**src/rtl/alarm_pkg.sv**
```systemverilog
// Shared definitions for the alarm bell controller: the FSM state encoding,
// time constants and the counter widths.
//
// Optional feature macro: HOURLY_CHIME_EN adds the CHIME state. When it is
// undefined, the state is not part of the encoding.
package alarm_pkg;

  localparam int SEC_PER_MIN = 60;
  // The largest load is 59 min * 60 s = 3540, so 12 bits are enough.
  localparam int SEC_CNT_W   = 12;
  localparam int BEEP_CNT_W  = 24;

  typedef enum logic [1:0] {
    ST_IDLE   = 2'd0,
    ST_RING   = 2'd1,
    ST_SNOOZE = 2'd2
`ifdef HOURLY_CHIME_EN
    , ST_CHIME  = 2'd3
`endif
  } state_t;

endpackage

```
**src/rtl/beep_gen.sv**
```systemverilog
// Beep generator for the alarm bell controller. A phase counter toggles a
// square wave every BEEP_HALF clocks. The wave starts high on every (re)start.
// The registered bell_out is the wave gated by the audible enable.
//
// Ports:
//   clk_50M   in  system clock
//   rst_n     in  asynchronous active-low reset
//   start     in  restart the phase counter with the phase high
//   en        in  FSM is in an audible state (RING or CHIME)
//   bell_out  out gated beep drive (registered)
module beep_gen
  import alarm_pkg::*;
#(
  parameter int BEEP_HALF = 12_500_000
) (
  input  logic clk_50M,
  input  logic rst_n,
  input  logic start,
  input  logic en,
  output logic bell_out
);

  localparam logic [BEEP_CNT_W-1:0] HALF_LAST = BEEP_CNT_W'(BEEP_HALF - 1);

  logic [BEEP_CNT_W-1:0] beep_cnt;
  logic                  phase;

  always_ff @(posedge clk_50M or negedge rst_n) begin
    if (!rst_n) begin
      beep_cnt <= '0;
      phase    <= 1'b0;
      bell_out <= 1'b0;
    end else begin
      if (start) begin
        beep_cnt <= '0;
        phase    <= 1'b1;
      end else if (en) begin
        if (beep_cnt == HALF_LAST) begin
          beep_cnt <= '0;
          phase    <= ~phase;
        end else begin
          beep_cnt <= beep_cnt + 1'b1;
        end
      end else begin
        beep_cnt <= '0;
      end
      bell_out <= phase & en;
    end
  end

endmodule

```
**src/rtl/alarm_bell_ctrl.sv**
```systemverilog
// Alarm bell controller. It has a bank of NUM_ALARMS alarm channels (hour,
// minute, arm) and an FSM that rings, snoozes and stops. A beep generator
// drives the bell output.
//
// Optional feature macro: HOURLY_CHIME_EN. With it defined, the controller
// chimes for RING_SEC seconds at every full hour when no alarm matches.
//
// Ports:
//   clk_50M                         in   system clock
//   rst_n                           in   asynchronous active-low reset
//   sec_tick                        in   one-cycle pulse per second
//   hour_time/minute_time/second_time in binary current time
//   wr_en/wr_idx/wr_hour/wr_minute/wr_arm in  alarm channel write port
//   snooze, stop                    in   one-cycle user pulses
//   bell_out                        out  gated beep drive
//   ringing                         out  FSM is in RING
//   active_idx                      out  channel that is ringing or snoozed
//   snooze_cnt                      out  snoozes used by the current event
module alarm_bell_ctrl
  import alarm_pkg::*;
#(
  parameter int NUM_ALARMS = 4,
  parameter int RING_SEC   = 6,
  parameter int SNOOZE_MIN = 5,
  parameter int MAX_SNOOZE = 3,
  parameter int BEEP_HALF  = 12_500_000
) (
  input  logic       clk_50M,
  input  logic       rst_n,
  input  logic       sec_tick,
  input  logic [7:0] hour_time,
  input  logic [7:0] minute_time,
  input  logic [7:0] second_time,
  input  logic       wr_en,
  input  logic [2:0] wr_idx,
  input  logic [7:0] wr_hour,
  input  logic [7:0] wr_minute,
  input  logic       wr_arm,
  input  logic       snooze,
  input  logic       stop,
  output logic       bell_out,
  output logic       ringing,
  output logic [2:0] active_idx,
  output logic [1:0] snooze_cnt
);

  localparam logic [SEC_CNT_W-1:0] RING_LOAD   = SEC_CNT_W'(RING_SEC);
  localparam logic [SEC_CNT_W-1:0] SNOOZE_LOAD = SEC_CNT_W'(SNOOZE_MIN * SEC_PER_MIN);

  // Channel bank
  logic [7:0]            ch_hour   [NUM_ALARMS];
  logic [7:0]            ch_minute [NUM_ALARMS];
  logic [NUM_ALARMS-1:0] ch_arm;

  // A write only lands when wr_idx equals an existing channel, so indices at
  // or above NUM_ALARMS are dropped.
  always_ff @(posedge clk_50M or negedge rst_n) begin
    if (!rst_n) begin
      for (int i = 0; i < NUM_ALARMS; i++) begin
        ch_hour[i]   <= '0;
        ch_minute[i] <= '0;
      end
      ch_arm <= '0;
    end else if (wr_en) begin
      for (int i = 0; i < NUM_ALARMS; i++) begin
        if (wr_idx == 3'(i)) begin
          ch_hour[i]   <= wr_hour;
          ch_minute[i] <= wr_minute;
          ch_arm[i]    <= wr_arm;
        end
      end
    end
  end

  // Match detection: the loop runs downwards so the lowest index wins.
  logic       hit;
  logic [2:0] hit_idx;
  logic       alarm_match;

  always_comb begin
    hit     = 1'b0;
    hit_idx = '0;
    for (int i = NUM_ALARMS - 1; i >= 0; i--) begin
      if (ch_arm[i] && ch_hour[i] == hour_time && ch_minute[i] == minute_time) begin
        hit     = 1'b1;
        hit_idx = 3'(i);
      end
    end
  end

  assign alarm_match = sec_tick && (second_time == 8'd0) && hit;

`ifdef HOURLY_CHIME_EN
  logic top_of_hour;
  assign top_of_hour = sec_tick && (minute_time == 8'd0) && (second_time == 8'd0);
`endif

  // Disarming the channel that owns the current event cancels the event.
  logic disarm_kill;
  assign disarm_kill = wr_en && !wr_arm && (wr_idx == active_idx);

  // FSM
  state_t               state, state_nxt;
  logic [SEC_CNT_W-1:0] sec_cnt, sec_cnt_nxt;
  logic [2:0]           idx_nxt;
  logic [1:0]           snz_nxt;
  logic                 expire;
  logic                 can_snooze;

  // A count of 1 on a tick means this tick is the final second.
  assign expire     = (sec_cnt <= SEC_CNT_W'(1));
  assign can_snooze = (32'(snooze_cnt) < MAX_SNOOZE);

  always_ff @(posedge clk_50M or negedge rst_n) begin
    if (!rst_n) begin
      state      <= ST_IDLE;
      sec_cnt    <= '0;
      active_idx <= '0;
      snooze_cnt <= '0;
    end else begin
      state      <= state_nxt;
      sec_cnt    <= sec_cnt_nxt;
      active_idx <= idx_nxt;
      snooze_cnt <= snz_nxt;
    end
  end

  always_comb begin
    state_nxt   = state;
    sec_cnt_nxt = sec_cnt;
    idx_nxt     = active_idx;
    snz_nxt     = snooze_cnt;
    case (state)
      ST_IDLE: begin
        if (alarm_match) begin
          state_nxt   = ST_RING;
          idx_nxt     = hit_idx;
          snz_nxt     = '0;
          sec_cnt_nxt = RING_LOAD;
        end
`ifdef HOURLY_CHIME_EN
        else if (top_of_hour) begin
          state_nxt   = ST_CHIME;
          sec_cnt_nxt = RING_LOAD;
        end
`endif
      end
      ST_RING: begin
        if (stop || disarm_kill) begin
          state_nxt   = ST_IDLE;
          sec_cnt_nxt = '0;
        end else if (snooze) begin
          if (can_snooze) begin
            state_nxt   = ST_SNOOZE;
            snz_nxt     = snooze_cnt + 2'd1;
            sec_cnt_nxt = SNOOZE_LOAD;
          end else begin
            state_nxt   = ST_IDLE;
            sec_cnt_nxt = '0;
          end
        end else if (sec_tick) begin
          if (expire) begin
            state_nxt   = ST_IDLE;
            sec_cnt_nxt = '0;
          end else begin
            sec_cnt_nxt = sec_cnt - 1'b1;
          end
        end
      end
      ST_SNOOZE: begin
        if (stop || disarm_kill) begin
          state_nxt   = ST_IDLE;
          sec_cnt_nxt = '0;
        end else if (sec_tick) begin
          if (expire) begin
            state_nxt   = ST_RING;
            sec_cnt_nxt = RING_LOAD;
          end else begin
            sec_cnt_nxt = sec_cnt - 1'b1;
          end
        end
      end
`ifdef HOURLY_CHIME_EN
      ST_CHIME: begin
        // A real alarm preempts the chime. Snooze has no meaning here.
        if (alarm_match) begin
          state_nxt   = ST_RING;
          idx_nxt     = hit_idx;
          snz_nxt     = '0;
          sec_cnt_nxt = RING_LOAD;
        end else if (stop) begin
          state_nxt   = ST_IDLE;
          sec_cnt_nxt = '0;
        end else if (sec_tick) begin
          if (expire) begin
            state_nxt   = ST_IDLE;
            sec_cnt_nxt = '0;
          end else begin
            sec_cnt_nxt = sec_cnt - 1'b1;
          end
        end
      end
`endif
      default: begin
        state_nxt   = ST_IDLE;
        sec_cnt_nxt = '0;
      end
    endcase
  end

  assign ringing = (state == ST_RING);

  // Beep control: the wave restarts whenever the FSM moves into an audible
  // state, including CHIME -> RING.
  logic audible, audible_nxt, beep_start;

`ifdef HOURLY_CHIME_EN
  assign audible     = (state == ST_RING) || (state == ST_CHIME);
  assign audible_nxt = (state_nxt == ST_RING) || (state_nxt == ST_CHIME);
`else
  assign audible     = (state == ST_RING);
  assign audible_nxt = (state_nxt == ST_RING);
`endif

  assign beep_start = audible_nxt && (state_nxt != state);

  beep_gen #(
    .BEEP_HALF(BEEP_HALF)
  ) u_beep_gen (
    .clk_50M (clk_50M),
    .rst_n   (rst_n),
    .start   (beep_start),
    .en      (audible),
    .bell_out(bell_out)
  );

endmodule
```
**config.mk**
```make
export PLATFORM = sky130hd
export DESIGN_NAME = alarm_bell_ctrl
export DESIGN_NICKNAME = d
export VERILOG_FILES = /design/src/rtl/alarm_pkg.sv /design/src/rtl/beep_gen.sv /design/src/rtl/alarm_bell_ctrl.sv
export SDC_FILE = /design/constraint.sdc
export NUM_CORES = 1
export LEC_CHECK = 0
export ABC_AREA = 1
export ABC_CLOCK_PERIOD_IN_PS = 2009
export CORE_AREA = 10 10 120 122
export DETAILED_ROUTE_END_ITERATION = 7
export DIE_AREA = 0 0 130 132
export PLACE_DENSITY = 0.75
export REMOVE_ABC_BUFFERS = 1
export SYNTH_ARGS = -nofsm -noshare
export SYNTH_HDL_FRONTEND = slang
export SYNTH_SLANG_ARGS = --single-unit
export TNS_END_PERCENT = 5
```
**constraint.sdc**
```tcl
create_clock -name clk_50M -period 2.01 [get_ports clk_50M]
set_input_delay 0.402 -clock clk_50M [delete_from_list [all_inputs] [get_ports clk_50M]]
set_output_delay 0.402 -clock clk_50M [all_outputs]
set_load 0.01 [all_outputs]
```
==> impl_metrics.yaml <==
place:
  routabilityCongestion: 0.891
  placed_cell_area_sq_um: 7340
  pre_cts_slack_ns: -0.322
  portBuffers: 55
  hpwlAfterDp_um: 11000
synthesis:
  ys_async_sr_fraction: 1.00
  synth-edff-count: 0
  synth-seq-cells: 112
  synth_area_leaders: "sky130_fd_sc_hd__dfrtp_1, sky130_fd_sc_hd__nand2_1, sky130_fd_sc_hd__o21ai_0"
  synth-main-ff-cell: "sky130_fd_sc_hd__dfrtp_1"
  synth_area_per_cell_sq_um: 7.28
  synth_top_cell_by_area: "sky130_fd_sc_hd__dfrtp_1"
  post-synth-top-area-fraction: 0.436
  postSynthCellCount: 882
  yosys_warnings: 0
  syn-cell-area_sq_um: 6420
  synth.lib_cells_used.distinct: 41
  ys_seq_area_frac: 0.436
worst_setup_path:
  critical_path.cell_chain: "clkdlybuf4s50_1 -> inv_1 -> nand2_1 -> nand2_1 -> nor2_1 -> nand2_1 -> nor2_1 -> nand3_2 -> nand2_2 -> inv_1 -> nand2_1 -> nand3_4 -> nand2_1 -> nand2_1 -> nand2_1"
  critical_path.slowest_cell: "sky130_fd_sc_hd__clkdlybuf4s50_1"
  critPathArrivalTime_ns: 2.19
  worstSetupEndpointType: "flip-flop"
  r2r_slack_ns: 0.16
  worstSetupPathType: "input port to flip-flop"
  timing.critical_path.fanout_max: 8
  crit_path_start_kind: "input port"
  crit_path_max_incr_delay_ns: 0.49
  crit_top_cell: "sky130_fd_sc_hd__nand2_1"
  worst_ep_required_time_ns: 2.31
sta:
  final.setup.worst_slack_ns: 0.116
  min_period_over_period: 0.942
  fin_hold_ws_ns: 0.0365
  unrepaired_setup_endpoints_after_global_routing: "true"
  count_of_endpoints_failing_setup_in_the_final_report: 0
  worst_clock_skew_ns: 0.00501
  min_tclk_post_route_ns: 1.89
  finalHoldViolCount: 0
  max_freq_ghz: 0.528
  slew_viol_final: 0
die:
  area_of_the_placeable_core_sq_um: 11900
  top_level_ports: 57
  floorplan.initialDensity: 0.539
  dieHeight_um: 132
  dieWidth_um: 130
  die_area_sq_um: 17200
  core.rowCount: 40
pwr:
  peakVddDrop_uv: 584
  design_power_total_mw: 5.54
  p_leak_nw: 3.77
  power-per-cell-area_nw_per_um2: 718
cts:
  clkSinkCount: 112
  htreeDepth: 3
  cts.root.buffer_cell: "sky130_fd_sc_hd__clkbuf_16"
  cts_hold_buffers: 0
  cts_tree: "built"
  numCtsBuffers: 9
  cts_buffer_depth: 2
  clk_transition_reported_paths_ns: 0.07
  clock_latency_ns: 0.36
layout:
  final_net_count: 1013
  flow.area_growth_from_synthesis_pct: 20.1
  final_design_area_no_fill_sq_um: 7710
  drive_above_1_share: 0.108
  filler_cell_count_in_the_final_layout: 1096
route:
  total_via_count_after_detailed_routing: 5701
  detailedRoute.firstPassIterationCount: 5
  wirelength_um: 15400
  wl_per_cell_um: 13.8
  drc: 0
  first_iter_violations: 504
  antenna_left: 0
  route.detailed.vias_per_inst: 5.13
run_status:
  status: "finished clean"
global_routing:
  grt_antenna_before_repair: 1
  grt_pass1_vias: 5567
  congestion_overflow_gr: 0
  grt_max_degree: 57
  grt_pass1_wl_um: 26300
  overall_routing_resource_usage: 0.186
run:
  number_of_max_capacitance_violations_reported: 0
min_path:
  timing.hold.worst.class: "input port to asynchronous set/reset pin"
==> per-layer routing <==
metal	up-vias	track usage	wire (um)	share of wire
li1	2941	-	-	-
met1	2611	0.259	7340	0.48
met2	130	0.279	7040	0.46
met3	19	0.0418	745	0.048
met4	0	0.0631	258	0.017
met5	-	0	0	0
==> registers in the layout (all words and copies together), names as in the netlist <==
| name | cells |
|---|---|
| u_beep_gen.bell_out | 1 |
| ch_minute | 32 |
| snooze_cnt | 2 |
| active_idx | 2 |
| ch_arm | 4 |
| u_beep_gen.beep_cnt | 24 |
| state | 2 |
| u_beep_gen.phase | 1 |
| ch_hour | 32 |
| sec_cnt | 12 |
==> power breakdown <==
part | leakage (nW) | total (mW) | switching (mW) | internal [mW]
clock | 0.136 | 1.71 | 0.804 | 0.907
sequential | 1.46 | 2.73 | 0.207 | 2.52
combinational | 2.17 | 1.10 | 0.598 | 0.500
==> path summary, 6_finish.rpt <==
kind | start | to | cells after the start
max | hour_time[1] | snooze_cnt[1]$_DFFE_PN0P_ | 15
min | rst_n | ch_hour[9]$_DFFE_PN0P_ | 2
max reg2reg | sec_cnt[0]$_DFFE_PN0P_ | sec_cnt[7]$_DFFE_PN0P_ | 9
min reg2reg | ch_arm[1]$_DFFE_PN0P_ | ch_arm[1]$_DFFE_PN0P_ | 2
max in group asynchronous | rst_n | ch_minute[8]$_DFFE_PN0P_ | 2
min in group clk_50M | ch_arm[1]$_DFFE_PN0P_ | ch_arm[1]$_DFFE_PN0P_ | 2
==> synth_stat cells, drive strengths merged (3+ instances only) <==
master	instances
nand4	14
a21oi	7
a21boi	3
xor2	11
nand2	268
xnor2	28
nand3	55
nor4	9
o21ai	88
clkbuf	20
or2	6
nor3b	4
buf	7
nor3	21
nor2	109
ha	4
inv	105
dfrtp	112
==> timing repair <==
action | CTS | global route
setup buffers | 0 | 1
endpoints found under the setup margin | 0 | 22
resized for setup | 0 | 32
==> worst max-delay path, delay by kind of cell <==
kind          cells  cell delay (ns)
buf+inv           3             0.62
simple gates     12             1.16
==> cell usage in the layout, fill, tap and decap left out, types with 7 or more instances in the layout <==
| cell | n |
|---|---|
| sky130_fd_sc_hd__nand2_1 | 256 |
| sky130_fd_sc_hd__dfrtp_1 | 112 |
| sky130_fd_sc_hd__nor2_1 | 97 |
| sky130_fd_sc_hd__inv_1 | 95 |
| sky130_fd_sc_hd__o21ai_0 | 83 |
| sky130_fd_sc_hd__nand3_1 | 51 |
| sky130_fd_sc_hd__clkdlybuf4s50_1 | 45 |
| sky130_fd_sc_hd__buf_4 | 35 |
| sky130_fd_sc_hd__xnor2_1 | 28 |
| sky130_fd_sc_hd__nor3_1 | 15 |
| sky130_fd_sc_hd__nand4_1 | 14 |
| sky130_fd_sc_hd__xor2_1 | 11 |
| sky130_fd_sc_hd__nand2_2 | 11 |
| sky130_fd_sc_hd__inv_2 | 10 |
| sky130_fd_sc_hd__nor2_2 | 9 |
| sky130_fd_sc_hd__nor4_1 | 9 |
| sky130_fd_sc_hd__clkbuf_16 | 9 |
| sky130_fd_sc_hd__dlymetal6s2s_1 | 9 |
| sky130_fd_sc_hd__a21oi_1 | 7 |
==> layout make-up <==
type,instances,area (sq um),share of cell area
Multi-Input combinational cell,638,3160,0.409
Sequential cell,112,2800,0.363
Timing Repair Buffer,93,897,0.116
Inverter,105,394,0.0511
Clock buffer,13,260,0.0337
Tap cell,147,184,0.0239
Clock inverter,2,13.8,0.00178
Antenna cell,1,2.50,0.000325
==> metrics by stage <==
step           TNS, ns  std cells   util
6_report             0       1111  0.647
5_1_grt        -0.0391       1110  0.647
4_1_cts              0       1109  0.639
3_5_place_dp     -5.32       1094  0.616
3_3_place_gp     -4.50       1094  0.616
2_1_floorplan        0        855      -
==> cells by family after synthesis <==
family	share of synthesized area
compound gates	0.0910
xor+xnor	0.0532
fa+ha+maj	0.00779
buf+inv	0.0814
flops	0.436
other cells	0.000584
simple gates	0.330
(Power assumes the default switching activity.)
